## config.mk

```make
export PLATFORM = sky130hd
export DESIGN_NAME = pe_enable_seq_flat
export DESIGN_NICKNAME = d
export VERILOG_FILES = /design/src/rtl/pe_enable_seq_if.sv /design/src/rtl/pe_enable_seq.sv /design/src/flat_wrapper.sv
export SDC_FILE = /design/constraint.sdc
export NUM_CORES = 1
export LEC_CHECK = 0
export BUFFER_PORTS_ARGS = -buffer_cell sky130_fd_sc_hd__buf_2
export CAP_MARGIN = 10
export CORE_AREA = 2 2 128 192
export CTS_BUF_LIST = sky130_fd_sc_hd__clkbuf_16
export DETAILED_ROUTE_END_ITERATION = 8
export DIE_AREA = 0 0 130 194
export SYNTH_ARGS = -nofsm -noshare
export SYNTH_HDL_FRONTEND = slang
export SYNTH_SLANG_ARGS = --single-unit
```

## constraint.sdc

```tcl
create_clock -name clk -period 16.35 [get_ports clk]
set_clock_uncertainty 0.1 [all_clocks]
set_input_delay 2.4525 -clock clk [delete_from_list [all_inputs] [get_ports clk]]
set_output_delay 2.4525 -clock clk [all_outputs]
set_load 0.01 [all_outputs]
```

## src/rtl/pe_enable_seq_if.sv

```systemverilog
// Configuration, chunk handshake and enable-mask bundle for pe_enable_seq.
// The master side drives config/chunks; the slave side (sequencer) returns the masks.
interface pe_enable_seq_if #(
  parameter int NUM_PE = 8,
  parameter int SZW    = 4,
  parameter int DIMW   = 10
);
  logic              cfg_start;
  logic [SZW-1:0]    patch_size;
  logic [SZW-1:0]    stride;
  logic [DIMW-1:0]   img_w;
  logic [DIMW-1:0]   img_h;
  logic              chunk_valid;
  logic              rmu_stop;
  logic              busy;
  logic              cfg_err;
  logic [NUM_PE-1:0] p_en;
  logic              p_en_valid;
  logic [NUM_PE-1:0] p_en_rmu;
  logic              row_end;
  logic              frame_done;

  modport master (
    output cfg_start, patch_size, stride, img_w, img_h, chunk_valid, rmu_stop,
    input  busy, cfg_err, p_en, p_en_valid, p_en_rmu, row_end, frame_done
  );

  modport slave (
    input  cfg_start, patch_size, stride, img_w, img_h, chunk_valid, rmu_stop,
    output busy, cfg_err, p_en, p_en_valid, p_en_rmu, row_end, frame_done
  );
endinterface

```

## src/rtl/pe_enable_seq.sv

```systemverilog
// Per-lane processor enable generator: walks NUM_PE-column chunks of a frame and
// flags lanes whose column completes a PxP patch window at stride S.
//
//   state | meaning
//   IDLE  | waiting for a legal cfg_start; chunk_valid ignored
//   RUN   | consuming chunks of the current frame; cfg_start ignored
module pe_enable_seq #(
  parameter int NUM_PE = 8,
  parameter int SZW    = 4,
  parameter int DIMW   = 10
) (
  input logic            clk,
  input logic            rst,
  pe_enable_seq_if.slave bus
);

  typedef enum logic {IDLE = 1'b0, RUN = 1'b1} state_t;

  state_t            state, state_nxt;
  logic [SZW-1:0]    p_q, s_q;
  logic [DIMW-1:0]   w_q, h_q;
  logic [DIMW-1:0]   col_base, row, col_ph, row_ph;
  logic [DIMW-1:0]   col_ph_nxt, s_m1, p_m1_in, p_m1;
  logic [DIMW:0]     col_end;
  logic [NUM_PE-1:0] mask;
  logic              stop_q, stop_nxt;
  logic              cfg_ok, cfg_load, cfg_bad, fire;
  logic              row_en, last_col, last_row;

  assign cfg_ok = (bus.patch_size != '0) && (bus.stride != '0) &&
                  (bus.stride <= bus.patch_size) &&
                  (DIMW'(bus.patch_size) <= bus.img_w) &&
                  (DIMW'(bus.patch_size) <= bus.img_h);

  assign p_m1_in  = DIMW'(bus.patch_size) - DIMW'(1);
  assign p_m1     = DIMW'(p_q) - DIMW'(1);
  assign s_m1     = DIMW'(s_q) - DIMW'(1);
  assign row_en   = (row_ph == '0);
  assign col_end  = {1'b0, col_base} + (DIMW+1)'(NUM_PE);
  assign last_col = (col_end >= {1'b0, w_q});
  assign last_row = (row == h_q - DIMW'(1));
  assign stop_nxt = cfg_load ? bus.rmu_stop : (stop_q | bus.rmu_stop);
  assign bus.busy = (state == RUN);

  // Phase counter walks lanes in order; a lane fires when the phase hits zero.
  always_comb begin : mask_walk
    logic [DIMW-1:0] ph;
    logic [DIMW:0]   x;
    ph   = col_ph;
    x    = '0;
    mask = '0;
    for (int i = 0; i < NUM_PE; i++) begin
      x       = {1'b0, col_base} + (DIMW+1)'(i);
      mask[i] = row_en && (ph == '0) && (x < {1'b0, w_q});
      ph      = (ph == '0) ? s_m1 : ph - DIMW'(1);
    end
    col_ph_nxt = ph;
  end

  always_ff @(posedge clk or negedge rst) begin
    if (!rst) state <= IDLE;
    else      state <= state_nxt;
  end

  always_comb begin
    state_nxt = state;
    cfg_load  = 1'b0;
    cfg_bad   = 1'b0;
    fire      = 1'b0;
    case (state)
      IDLE: begin
        if (bus.cfg_start) begin
          if (cfg_ok) begin
            cfg_load  = 1'b1;
            state_nxt = RUN;
          end else begin
            cfg_bad = 1'b1;
          end
        end
      end
      RUN: begin
        if (bus.chunk_valid) begin
          fire = 1'b1;
          if (last_col && last_row) state_nxt = IDLE;
        end
      end
      default: state_nxt = IDLE;
    endcase
  end

  always_ff @(posedge clk or negedge rst) begin
    if (!rst) begin
      p_q      <= '0;
      s_q      <= '0;
      w_q      <= '0;
      h_q      <= '0;
      col_base <= '0;
      row      <= '0;
      col_ph   <= '0;
      row_ph   <= '0;
    end else if (cfg_load) begin
      p_q      <= bus.patch_size;
      s_q      <= bus.stride;
      w_q      <= bus.img_w;
      h_q      <= bus.img_h;
      col_base <= '0;
      row      <= '0;
      col_ph   <= p_m1_in;
      row_ph   <= p_m1_in;
    end else if (fire) begin
      if (last_col) begin
        col_base <= '0;
        col_ph   <= p_m1;
        row      <= row + DIMW'(1);
        row_ph   <= row_en ? s_m1 : row_ph - DIMW'(1);
      end else begin
        col_base <= col_base + DIMW'(NUM_PE);
        col_ph   <= col_ph_nxt;
      end
    end
  end

  always_ff @(posedge clk or negedge rst) begin
    if (!rst) begin
      bus.p_en       <= '0;
      bus.p_en_rmu   <= '0;
      bus.p_en_valid <= 1'b0;
      bus.row_end    <= 1'b0;
      bus.frame_done <= 1'b0;
      bus.cfg_err    <= 1'b0;
      stop_q         <= 1'b0;
    end else begin
      bus.p_en_valid <= fire;
      bus.row_end    <= fire && last_col;
      bus.frame_done <= fire && last_col && last_row;
      bus.cfg_err    <= cfg_bad;
      stop_q         <= stop_nxt;
      if (fire) bus.p_en <= mask;
      // The stop request masks the RMU copy on the very edge it is seen.
      if (stop_nxt)  bus.p_en_rmu <= '0;
      else if (fire) bus.p_en_rmu <= mask;
    end
  end

endmodule

```

## src/flat_wrapper.sv

```systemverilog
// flat-port wrapper written by rule: the top's interface ports become plain ports
module pe_enable_seq_flat 
#(
  parameter int NUM_PE = 8,
  parameter int SZW    = 4,
  parameter int DIMW   = 10
)
  (clk, rst, bus_cfg_start, bus_patch_size, bus_stride, bus_img_w, bus_img_h, bus_chunk_valid, bus_rmu_stop, bus_busy, bus_cfg_err, bus_p_en, bus_p_en_valid, bus_p_en_rmu, bus_row_end, bus_frame_done);
  pe_enable_seq_if #(.NUM_PE(NUM_PE), .SZW(SZW), .DIMW(DIMW)) bus_i ();
  input logic clk;
  input logic rst;
  input wire logic [$bits(bus_i.cfg_start)-1:0] bus_cfg_start;
  input wire logic [$bits(bus_i.patch_size)-1:0] bus_patch_size;
  input wire logic [$bits(bus_i.stride)-1:0] bus_stride;
  input wire logic [$bits(bus_i.img_w)-1:0] bus_img_w;
  input wire logic [$bits(bus_i.img_h)-1:0] bus_img_h;
  input wire logic [$bits(bus_i.chunk_valid)-1:0] bus_chunk_valid;
  input wire logic [$bits(bus_i.rmu_stop)-1:0] bus_rmu_stop;
  output wire logic [$bits(bus_i.busy)-1:0] bus_busy;
  output wire logic [$bits(bus_i.cfg_err)-1:0] bus_cfg_err;
  output wire logic [$bits(bus_i.p_en)-1:0] bus_p_en;
  output wire logic [$bits(bus_i.p_en_valid)-1:0] bus_p_en_valid;
  output wire logic [$bits(bus_i.p_en_rmu)-1:0] bus_p_en_rmu;
  output wire logic [$bits(bus_i.row_end)-1:0] bus_row_end;
  output wire logic [$bits(bus_i.frame_done)-1:0] bus_frame_done;
  assign bus_i.cfg_start = bus_cfg_start;
  assign bus_i.patch_size = bus_patch_size;
  assign bus_i.stride = bus_stride;
  assign bus_i.img_w = bus_img_w;
  assign bus_i.img_h = bus_img_h;
  assign bus_i.chunk_valid = bus_chunk_valid;
  assign bus_i.rmu_stop = bus_rmu_stop;
  assign bus_busy = bus_i.busy;
  assign bus_cfg_err = bus_i.cfg_err;
  assign bus_p_en = bus_i.p_en;
  assign bus_p_en_valid = bus_i.p_en_valid;
  assign bus_p_en_rmu = bus_i.p_en_rmu;
  assign bus_row_end = bus_i.row_end;
  assign bus_frame_done = bus_i.frame_done;
  pe_enable_seq #(.NUM_PE(NUM_PE), .SZW(SZW), .DIMW(DIMW)) u_core (.clk(clk), .rst(rst), .bus(bus_i));
endmodule
```

==> metrics.txt <==
WL per Instance 19.80 microns; setup bufs post-CTS 0; Final Cycle Share 89.25%; share of the synthesized area in the top cell type 23.51%; CP Capture Type register; worst r2r dst u_core.col_ph[5]; pin count of the biggest net entering global routing 68; # DRC 0; hold path start u_core.bus.p_en[3]; cts repair resizes 0; initial antenna violation count 0; Final min period 14.59 ns; overall routing resource usage 23.59%; area of the multi-input gates 6639 sq um; Top Ports 54; DRT iter0 DRCs 847; Final GP Congestion 0.9498; ranking of synthesized cells by area dfrtp_1 (24%), ha_1 (7.8%), nand2_1 (5.4%), a21oi_1 (4.0%), o21ai_0 (3.9%); TritonRoute pass-1 iters 7; final layout net count 1256; Post-Synthesis Cells 1149; Rel. slew slack 23.36%; synth unique cells 108; CP arrival 14.73 ns; Hold/Removal Path Class reg2reg; post-synth net total 1240; largest area contributor in the netlist dfrtp_1; FF-to-FF Start u_core.col_ph[0]; clk buf depth 2; Seq cells post-synth 87; Worst Hold Slack 0.3688 ns; fillers 2398; Hold Vio Cnt, Final 0; sequential fraction of the synthesis area 23.51%; most frequent cells in the layout nand2_1 (132), dfrtp_1 (87), nor2_1 (78); Avg Inst Size Synth 8.059 sq um; Worst EP required 16.49 ns; Max Cap Viol 0; final count of negative-setup-slack endpoints 0; Max Freq 68.53 MHz; share of layout cells above drive strength 1 14.71%; Area Overhead vs Synth 8.459%; final core area utilization 42.61%; unrepaired setup endpoints after global routing false; Crit-path slowest cell or4b_1; hpwl dp 22670 microns; Slew Limit Fails 0; CTS Root Cell clkbuf_16; Worst-Skew Late Latency 0.35 ns; CTS Buf Count 9; die area 25220 sq um; count of input and output buffers 53; CTS tree yes; hold_buf cts 0; ys flop type dfrtp_1; r2r setup slk 1.76 ns; CP endpoint u_core.col_ph[5]; Remaining Overflow, GRT 0; worst r2r path cells 52; number of synthesized flops with an enable pin 0; most common cell after layout, fill and taps aside nand2_1; Rows 69; Placeable Area 23570 sq um; CP startpoint u_core.col_ph[0]; Post-Syn Area 9260 sq um; Routed WL 29460 microns; dpl cells 1473; crit-path max FO 11; vias post-DR 9241; die width 130 microns; Starting Density 39.29%; clk sink count 87; Final Non-Filler Cells 1488; H-tree Lvls 3; WS Path Type reg2reg; Reg clk slew, reported paths 0.06 ns; Worst Max-Slew Pin Slew 1.145 ns; critical path's largest stage delay 0.67 ns; antenna-violating nets left 0; Worst Setup Start Kind register; first-pass GRT wire length 47330 microns; diode count 0; Via density 6.210; async set-reset flop share out of synthesis 100.0%; most frequent CP cell ha_1; Chip Height 194 microns; Storage cell area 2177 sq um; Post-Route Setup TNS 0 ns; vias in the first global route 8962; status complete, no violations; Syn. warnings 0
## metal layers
| layer | global-route usage, % | wire length [microns] | part of all wire (%) | vias to the layer above |
|---|---|---|---|---|
| met4 | 13.06 | 1599 | 5.4 | 0 |
| li1 | - | - | - | 4341 |
| met2 | 41.83 | 15240 | 52 | 361 |
| met3 | 2.318 | 1277 | 4.3 | 114 |
| met5 | 0 | 0 | 0 | - |
| met1 | 27.24 | 11350 | 39 | 4425 |
## kinds of logic after synthesis
group,after synthesis,synth area share (%)
AND/OR/NAND/NOR,430,24.23
AO/OA/AOI/OAI,366,29.35
buffers and inverters,110,4.851
flip-flops,87,23.51
XOR/XNOR,65,6.310
adder cells (fa/ha/maj),58,7.837
multiplexers,33,3.918
## worst min path at each step
stage                               to  slack (ns)  depth (start not counted)
global route        u_core.bus.p_en[5]        0.40                          2
floorplan             u_core.row_ph[6]        0.39                          1
finish              u_core.bus.p_en[3]        0.37                          2
detailed placement  u_core.bus.p_en[3]        0.36                          2
CTS                 u_core.bus.p_en[3]        0.37                          2
global placement    u_core.bus.p_en[2]        0.35                          2
## worst max-delay path, delay by kind of cell, from the launching register on
family	cells	cell delay (ns)
buffers and inverters	7	0.74
AO/OA/AOI/OAI	14	3.83
multiplexers	3	0.76
AND/OR/NAND/NOR	20	6.57
flip-flops	1	0.46
adder cells (fa/ha/maj)	8	2.05
## per-stage QoR
| stage | worst slack (ns) | area (sq um) |
|---|---|---|
| 2_1_floorplan | 4.061 | 9260 |
| 6_report | 1.757 | 10040 |
| 3_5_place_dp | 1.927 | 9764 |
| 5_1_grt | 0.2453 | 10040 |
| 3_3_place_gp | 2.533 | 9764 |
| 4_1_cts | 1.904 | 10040 |
## layout make-up
class	instances	share of cell area, %
Inverter	49	1.831
Multi-Input combinational cell	952	66.10
Tap cell	319	3.974
Clock buffer	9	2.242
Timing Repair Buffer	66	3.638
Sequential cell	87	21.68
Clock inverter	6	0.5357
## sequential cells by signal, summed over array words and instances (netlist names)
| register | count |
|---|---|
| u_core.bus.busy | 1 |
| u_core.bus.cfg_err | 1 |
| u_core.bus.frame_done | 1 |
| u_core.bus.p_en | 8 |
| u_core.bus.p_en_rmu | 8 |
| u_core.bus.p_en_valid | 1 |
| u_core.bus.row_end | 1 |
| u_core.col_base | 7 |
| u_core.col_ph | 10 |
| u_core.h_q | 10 |
| u_core.p_q | 4 |
| u_core.row | 10 |
| u_core.row_ph | 10 |
| u_core.s_q | 4 |
| u_core.stop_q | 1 |
| u_core.w_q | 10 |
## synthesized netlist by cell type (all sizes together) (10+ instances only)
| library cell | count |
|---|---|
| mux2 | 23 |
| nand2b | 11 |
| o31ai | 12 |
| xor2 | 24 |
| or2 | 10 |
| nor3 | 43 |
| a31oi | 12 |
| xnor2 | 41 |
| clkbuf | 45 |
| inv | 49 |
| and3 | 13 |
| nand2 | 133 |
| a21oi | 75 |
| nand3 | 38 |
| and2 | 17 |
| mux2i | 10 |
| nor2 | 82 |
| a21o | 12 |
| o2111ai | 10 |
| ha | 58 |
| o21ai | 80 |
| nor4 | 18 |
| buf | 16 |
| o21a | 14 |
| a22o | 10 |
| nand4 | 19 |
| dfrtp | 87 |
Power is left out: the tool's default activity adds up to more than one toggle a clock period on the data nets, which glitch-free logic cannot reach.
